## src/rtl/hazard_pkg.sv

```systemverilog
// Shared types and constants for the ID-stage hazard scoreboard.
package hazard_pkg;

    // Why ID is being held. Priority when several apply: SERIAL > BRANCH > DATA.
    typedef enum logic [1:0] {
        STALL_NONE   = 2'd0,
        STALL_DATA   = 2'd1,
        STALL_BRANCH = 2'd2,
        STALL_SERIAL = 2'd3
    } stall_cause_t;

    // Result latencies of the common producers, in cycles from issue to forwardable.
    localparam int ALU_LAT  = 1;
    localparam int LOAD_LAT = 2;

    // Register-number width for a register file of nreg entries.
    function automatic int reg_w(input int nreg);
        return (nreg > 1) ? $clog2(nreg) : 1;
    endfunction

endpackage

```

## src/rtl/fetch_cancel_tracker.sv

```systemverilog
// Counts in-flight instruction-fetch requests and marks responses that belong
// to requests issued before a redirect or flush, so IF can discard them.
module fetch_cancel_tracker #(
    parameter int MAX_OUTST = 2
) (
    input  logic                           aclk,
    input  logic                           reset,
    input  logic                           br_redirect,
    input  logic                           pipe_flush,
    input  logic                           if_req_fire,
    input  logic                           if_resp_fire,
    output logic                           if_req_ready,
    output logic                           if_resp_drop,
    output logic [$clog2(MAX_OUTST+1)-1:0] outst_cnt
);

    localparam int OUT_W = $clog2(MAX_OUTST + 1);
    // A request may be accepted in the same cycle a full queue returns a
    // response, so the stale count can reach MAX_OUTST+1.
    localparam int CAN_W = $clog2(MAX_OUTST + 2);

    logic [OUT_W-1:0] outst_reg, outst_next;
    logic [CAN_W-1:0] cancel_reg, cancel_next;
    logic             redirect;

    assign redirect     = br_redirect || pipe_flush;
    assign if_resp_drop = if_resp_fire && (cancel_reg != '0);
    assign if_req_ready = (outst_reg < OUT_W'(MAX_OUTST)) || if_resp_fire;
    assign outst_cnt    = outst_reg;

    // In-flight count follows the request/response handshakes only.
    always_comb begin
        outst_next = outst_reg + OUT_W'(if_req_fire) - OUT_W'(if_resp_fire);
    end

    // A redirect reloads the stale count from everything still in flight,
    // including a request accepted in the redirect cycle itself.
    always_comb begin
        cancel_next = cancel_reg;
        if (redirect) begin
            cancel_next = CAN_W'(outst_reg)
                        - CAN_W'(if_resp_fire && (cancel_reg == '0))
                        + CAN_W'(if_req_fire);
        end else if (if_resp_drop) begin
            cancel_next = cancel_reg - CAN_W'(1);
        end
    end

    // Counter registers.
    always_ff @(posedge aclk) begin
        if (reset) begin
            outst_reg  <= '0;
            cancel_reg <= '0;
        end else begin
            outst_reg  <= outst_next;
            cancel_reg <= cancel_next;
        end
    end

endmodule

```

## src/rtl/hazard_scoreboard_unit.sv

```systemverilog
// ID-stage hazard unit: a per-register countdown scoreboard gives load-use,
// branch-in-ID and serialisation stalls from one rule; fetch tracking drops
// stale IF responses after a redirect or flush.
module hazard_scoreboard_unit
    import hazard_pkg::*;
#(
    parameter int NREG      = 32,
    parameter int NSRC      = 3,
    parameter int MAX_LAT   = 4,
    parameter int SER_LAT   = 3,
    parameter int MAX_OUTST = 2
) (
    input  logic                            aclk,
    input  logic                            reset,
    input  logic                            id_valid,
    input  logic [NSRC*$clog2(NREG)-1:0]    id_src_no,
    input  logic [NSRC-1:0]                 id_src_used,
    input  logic                            id_is_branch,
    input  logic                            id_is_serial,
    input  logic                            id_dst_we,
    input  logic [$clog2(NREG)-1:0]         id_dst_no,
    input  logic [$clog2(MAX_LAT+1)-1:0]    id_res_lat,
    input  logic                            id_fire,
    input  logic                            pipe_flush,
    input  logic                            br_redirect,
    input  logic                            if_req_fire,
    input  logic                            if_resp_fire,
    output logic                            id_stall,
    output logic [1:0]                      stall_cause,
    output logic                            if_req_ready,
    output logic                            if_resp_drop,
    output logic [$clog2(MAX_OUTST+1)-1:0]  outst_cnt
);

    localparam int REG_W = reg_w(NREG);
    localparam int CNT_W = $clog2(MAX_LAT + 1);
    localparam int SER_W = $clog2(SER_LAT + 1);

    logic                    set_dst;
    logic [NREG*CNT_W-1:0]   cnt_flat;
    logic [NSRC-1:0]         data_hit;
    logic [NSRC-1:0]         br_hit;
    logic [SER_W-1:0]        ser_cnt_reg, ser_cnt_next;
    stall_cause_t            cause_sel;

    assign set_dst = id_fire && id_dst_we && (id_dst_no != '0);

    // r0 is hard-wired and never produces a hazard.
    assign cnt_flat[CNT_W-1:0] = '0;

    genvar gi;

    // One countdown per architectural register: cycles until it is forwardable.
    generate
        for (gi = 1; gi < NREG; gi++) begin : g_sb
            logic [CNT_W-1:0] cnt_reg, cnt_next;

            // Flush wins over a same-cycle writer; a writer wins over the countdown.
            always_comb begin
                cnt_next = cnt_reg;
                if (pipe_flush) begin
                    cnt_next = '0;
                end else if (set_dst && (id_dst_no == REG_W'(gi))) begin
                    cnt_next = id_res_lat;
                end else if (cnt_reg != '0) begin
                    cnt_next = cnt_reg - CNT_W'(1);
                end
            end

            // Scoreboard entry register.
            always_ff @(posedge aclk) begin
                if (reset) begin
                    cnt_reg <= '0;
                end else begin
                    cnt_reg <= cnt_next;
                end
            end

            assign cnt_flat[gi*CNT_W +: CNT_W] = cnt_reg;
        end
    endgenerate

    // Per-operand check: a branch compares in ID so it needs the value one
    // cycle earlier than an EX consumer, hence the lower threshold.
    generate
        for (gi = 0; gi < NSRC; gi++) begin : g_src
            logic [REG_W-1:0] src_no;
            logic [CNT_W-1:0] src_cnt;
            logic             src_live;

            assign src_no       = id_src_no[gi*REG_W +: REG_W];
            assign src_cnt      = cnt_flat[src_no*CNT_W +: CNT_W];
            assign src_live     = id_src_used[gi] && (src_no != '0);
            assign br_hit[gi]   = src_live && id_is_branch  && (src_cnt >= CNT_W'(1));
            assign data_hit[gi] = src_live && !id_is_branch && (src_cnt >= CNT_W'(2));
        end
    endgenerate

    // Serialisation window: ID stays blocked for SER_LAT cycles after a CSR issues.
    always_comb begin
        ser_cnt_next = ser_cnt_reg;
        if (pipe_flush) begin
            ser_cnt_next = '0;
        end else if (id_fire && id_is_serial) begin
            ser_cnt_next = SER_W'(SER_LAT);
        end else if (ser_cnt_reg != '0) begin
            ser_cnt_next = ser_cnt_reg - SER_W'(1);
        end
    end

    // Serial counter register.
    always_ff @(posedge aclk) begin
        if (reset) begin
            ser_cnt_reg <= '0;
        end else begin
            ser_cnt_reg <= ser_cnt_next;
        end
    end

    // Stall decision with cause priority; the flush cycle never stalls.
    always_comb begin
        cause_sel = STALL_NONE;
        if (id_valid && !pipe_flush) begin
            if (ser_cnt_reg != '0) begin
                cause_sel = STALL_SERIAL;
            end else if (|br_hit) begin
                cause_sel = STALL_BRANCH;
            end else if (|data_hit) begin
                cause_sel = STALL_DATA;
            end
        end
    end

    assign stall_cause = cause_sel;
    assign id_stall    = (cause_sel != STALL_NONE);

    fetch_cancel_tracker #(
        .MAX_OUTST (MAX_OUTST)
    ) u_fetch_cancel_tracker (
        .aclk         (aclk),
        .reset        (reset),
        .br_redirect  (br_redirect),
        .pipe_flush   (pipe_flush),
        .if_req_fire  (if_req_fire),
        .if_resp_fire (if_resp_fire),
        .if_req_ready (if_req_ready),
        .if_resp_drop (if_resp_drop),
        .outst_cnt    (outst_cnt)
    );

endmodule

```

## config.mk

```make
export PLATFORM = sky130hd
export DESIGN_NAME = hazard_scoreboard_unit
export DESIGN_NICKNAME = d
export VERILOG_FILES = /design/src/rtl/hazard_pkg.sv /design/src/rtl/fetch_cancel_tracker.sv /design/src/rtl/hazard_scoreboard_unit.sv
export SDC_FILE = /design/constraint.sdc
export NUM_CORES = 1
export LEC_CHECK = 0
export CAP_MARGIN = 20
export CORE_ASPECT_RATIO = 1.1
export CORE_MARGIN = 5
export CORE_UTILIZATION = 40
export DETAILED_ROUTE_END_ITERATION = 10
export DONT_BUFFER_PORTS = 1
export GPL_ROUTABILITY_DRIVEN = 0
export GPL_TIMING_DRIVEN = 0
export SETUP_SLACK_MARGIN = 0.3
export SYNTH_ARGS = -nofsm -noshare
export SYNTH_HDL_FRONTEND = slang
export SYNTH_SLANG_ARGS = --single-unit
```

## constraint.sdc

```tcl
create_clock -name aclk -period 3.2 [get_ports aclk]
set_clock_uncertainty 0.1 [all_clocks]
set_input_delay 0.8 -clock aclk [delete_from_list [all_inputs] [get_ports aclk]]
set_output_delay 0.8 -clock aclk [all_outputs]
set_load 0.01 [all_outputs]
```

# After elaboration in Yosys (flattened, before gate mapping)
# Index checks and enable logic that the tools add are counted.
# totals
register_bits	99
latchBits	0
mem_bits_rw	0
romBits	0
out_inout_bits	7
word_cells	316
n_memories	0
# classes
addsub	37
mul	3
div_mod_pow	0
magnitude_cmp	7
eq_ne	31
shifts	3
n_mux	70
bitwise	0
n_reduce_logical	131
# ops
op	count
96-bit by 8-bit variable part select with 3-bit output	3
3-bit 2-to-1 mux	62
3-bit nonzero test	31
3-bit by 1-bit subtractor with 3-bit output (second input constant)	31
5-bit == test (second input constant)	16
2-bit nonzero test	36
1-bit logical AND	52
5-bit by 4-bit == test with 1-bit output (second input constant)	8
5-bit by 2-bit multiplier with 7-bit output (second input constant)	3
5-bit by 3-bit == test with 1-bit output (second input constant)	4
5-bit nonzero test	4
2-bit 2-to-1 mux	7
5-bit by 2-bit == test with 1-bit output (second input constant)	2
3-bit by 1-bit greater-or-equal comparator with 1-bit output (second input constant)	3
3-bit by 2-bit greater-or-equal comparator with 1-bit output (second input constant)	3
3-bit OR reduction	2
5-bit by 1-bit == test with 1-bit output (second input constant)	1
2-bit by 1-bit adder with 2-bit output	2
2-bit by 1-bit subtractor with 2-bit output	2
2-bit by 1-bit subtractor with 2-bit output (second input constant)	2
1-bit zero test	2
2-bit zero test	1
1-bit logical OR	2
2-bit less-than comparator (second input constant)	1
other kinds (2)	2

# Longest topological paths before layout
# logic_depth
ltp_word	10
ltp_mapped	11
depth_no_buf	11

# By module
# A second synthesis with hierarchy kept.
# unflattened
hier_cells	1026
hier_area_um2	7990.2
# by_module_without_submodules
mod	instances	cells_each	area_per_inst_um2	seq_area_each_um2
hazard_scoreboard_unit	1	996	7692.4	1901.8
fetch_cancel_tracker	1	30	297.8	80.1

# Worst setup path after synthesis
# No wires, ideal clock.
# synth_timing
path_kind	in2out
start	input port id_src_no[10]
end	output port id_stall
arrival_time_ps	2454
slack_ps	-154
cell_stages	9
cell_sequence	buf_2 > buf_4 > mux4_2 > nand3_1 > a31oi_1 > o21ai_1 > a31oi_1 > and4bb_1 > o211ai_1
# synth_between
elab_chain_len	10
# synth_lines
item	line	text
start: declaration	hazard_scoreboard_unit.sv:16	input logic [NSRC*$clog2(NREG)-1:0] id_src_no,
5-bit by 2-bit multiplier with 7-bit output / 5-bit nonzero test (equally long branches)	hazard_scoreboard_unit.sv:92, hazard_scoreboard_unit.sv:93	
96-bit by 8-bit variable part select with 3-bit output / 1-bit logical AND (equally long branches)	hazard_scoreboard_unit.sv:92, hazard_scoreboard_unit.sv:93	
3-bit by 2-bit greater-or-equal comparator with 1-bit output / 1-bit logical AND (equally long branches)	hazard_scoreboard_unit.sv:95	assign data_hit[gi] = src_live && !id_is_branch && (src_cnt >= CNT_W'(2));
1-bit logical AND	hazard_scoreboard_unit.sv:95	
3-bit OR reduction	hazard_scoreboard_unit.sv:128	end else if (|data_hit) begin
1-bit 2-to-1 mux	hazard_scoreboard_unit.sv:128	
2-bit 2-to-1 mux (*)	hazard_scoreboard_unit.sv:126	end else if (|br_hit) begin
2-bit 2-to-1 mux (*)	hazard_scoreboard_unit.sv:124	if (ser_cnt_reg != '0) begin
2-bit 2-to-1 mux (*)	hazard_scoreboard_unit.sv:123	if (id_valid && !pipe_flush) begin
2-bit nonzero test (*)	hazard_scoreboard_unit.sv:135	assign id_stall = (cause_sel != STALL_NONE);
end: declaration	hazard_scoreboard_unit.sv:28	output logic id_stall,
# Mark *: on every way between the ends. The rest lies on a longest branch, timed or not.

# Final worst setup path
# layout_timing
start	input port id_src_no[2]
end	output port id_stall
# Same word-level chain as after synthesis.

==> reports/metrics.yaml <==
rr_endpoint: "u_fetch_cancel_tracker.cancel_reg[1]$_SDFFE_PP0P_"
root_buffer: "clkbuf_16"
worst_pin_slew_ns: 0.857
syn_inst: 1052
viasPerCell: 5.67
clk-insertion-delay-late_ns: 0.36
dp_hpwl_um: 20100
die_w_um: 145
violations: "setup timing"
min_from: "reset"
overflow: 0
drtIter0Drc: 615
num_rows: 54
cts_tree: "built"
drive_gt1_share_pct: 10.2
setup_slack_ns: -0.255
netlist_area_sq_um: 8070
antenna_cells: 0
clkTransAtPathRegs_ns: 0.07
dpl_cell_area_sq_um: 8500
antenna_left: 0
relSlewSlack_pct: 42.7
holdPathEnd: "u_fetch_cancel_tracker.cancel_reg[1]$_SDFFE_PP0P_"
die-area_sq_um: 23100
largest_reg_flops: 93
ios: 44
hold_depth: 1
period_needed_ns: 3.45
synth.area.top_cells: "dfxtp_1 25%, ha_1 11%, nor2_1 9.4%, mux4_2 6.4%, mux2i_1 6.1%"
cp-end-kind: "output pin"
drc: 0
hp-class: "primary input to register"
utilization_pct: 45.3
num_vias: 7502
cts_buffers: 9
syn_avg_cell_area_sq_um: 7.67
grt_pass1_vias: 7104
area_delta_synth_final_pct: 11.4
dr.pass1.iters: 5
p_leak_nw: 3.50
die_h_um: 159
rsz0062_at_grt: "yes"
async_flop_share_pct: 0
status: "finished, violations left"
nets: 1172
track_usage_pct: 21.8
rrSetupSlack_ns: 1.30
placedCellCount: 1305
synth_nets: 1157
p_per_area_nw_per_um2: 364
synth.largest_area_cell: "dfxtp_1"
cp_max_fo: 9
cts_sinks: 99
htreeDepth: 3
synth_edf_count: 0
synth_seq_area_share_pct: 24.6
antenna_found_initial: 0
yosysTopAreaCellShare_pct: 24.6
wire_per_inst_um: 19.3
finalWirelength_um: 25600
cp.required_ns: 2.30
ys_types: 63
reg2regPathDepth: 11
yosys_warnings: 0
instances_no_fill: 1324
nFillCells: 2044
fmax_mhz: 289
synthMostInstantiatedCell: "nor2_1"
finalCritPeriodShare_pct: 108
synth_seq_cells: 99
grt_pass1_wl_um: 39900
startpoint: "id_src_no[2]"
hold_violations: 0
fin_area_sq_um: 8990
worstSetupPathType: "primary input to output pin"
grt_max_degree: 20
synthFlopType: "dfxtp_1"
setup_viol_count_final: 3
synthTopCellsByCount: "201 x nor2_1, 99 x dfxtp_1, 88 x a21oi_1"
crit_arrival_ns: 2.55
cap_violations: 0
cts_max_path_buffers: 2
setup_tns_ns: -0.580
vdd_drop_max_v: 0.000226
cts_hold_buf: 0
reg2reg_from: "u_fetch_cancel_tracker.cancel_reg[0]$_SDFFE_PP0P_"
portBuffers: 0
cp-start-kind: "primary input"
slew_viol_final: 0
initial_utilization_pct: 40.6
core_area_sq_um: 19900
-- where the power goes --
group | switching, mW | internal, mW
Sequential | 0.0593 | 1.28
Clock | 0.558 | 0.633
Combinational | 0.430 | 0.317
-- worst max-delay path, cell delays in order --
cell and delay (ns):
inv_6 0.09, mux4_2 0.52, mux2_4 0.28, a211oi_2 0.30, nand2_1 0.10, a211o_1 0.29, o211ai_1 0.17
-- through the flow --
step           power (mW)  hold WS [ns]  worst slack (ns)
2_1_floorplan        1.90         0.432           0.00596
3_3_place_gp         2.07         0.452            -0.361
3_5_place_dp         2.08         0.449            -0.357
4_1_cts              3.29         0.387            -0.238
5_1_grt              3.44         0.391            -0.293
6_report             3.27         0.400            -0.255
-- metal layers --
metal  GRT usage, %  wire, um  up-vias
li1               -         -     3675
met1           27.1     10700     3502
met2           35.8     11900      249
met3           4.38      1670       76
met4           11.1      1360        0
met5              0         0        -
-- final cells by class --
| class | instances | area (sq um) | area share (%) |
|---|---|---|---|
| clock inverter | 7 | 90.1 | 1.00 |
| clock buffer | 9 | 225 | 2.51 |
| timing repair buffer | 4 | 31.3 | 0.348 |
| sequential | 99 | 1980 | 22.1 |
| multi-input combinational | 822 | 5670 | 63.1 |
| inverter | 80 | 309 | 3.44 |
| buffer | 51 | 360 | 4.01 |
| tap | 252 | 315 | 3.51 |
-- timing repair --
action,in CTS,in global routing
endpoints found under the setup margin,3,3
gates cloned,0,0
pin swaps,5,11
buffers inserted,2,1
gates resized for setup,14,24
-- cell families after synthesis --
| group | after synthesis | synth area share, % |
|---|---|---|
| compound gates | 210 | 15.7 |
| xor+xnor | 37 | 4.02 |
| fa+ha+maj | 68 | 10.5 |
| buf+inv | 131 | 6.90 |
| flops | 99 | 24.6 |
| mux | 82 | 14.1 |
| simple gates | 425 | 24.1 |
-- placed cells by master (no fill, tap or decap), types with 30 or more instances in the layout --
| cell | n |
|---|---|
| nor2b_1 | 45 |
| nor2_1 | 201 |
| ha_1 | 68 |
| xnor2_1 | 34 |
| mux2i_1 | 49 |
| clkbuf_1 | 30 |
| inv_1 | 76 |
| a21oi_1 | 88 |
| nor3_1 | 33 |
| nand2_1 | 73 |
| o21ai_0 | 45 |
| dfxtp_1 | 97 |
-- how the worst max path moves through the flow --
stage	endpoint	depth (start not counted)
after floorplan	id_stall	8
after global placement	id_stall	8
after detailed placement	id_stall	8
after CTS	id_stall	7
after global routing	id_stall	10
final	id_stall	7
Note: power is estimated with default switching activity, not from simulation.
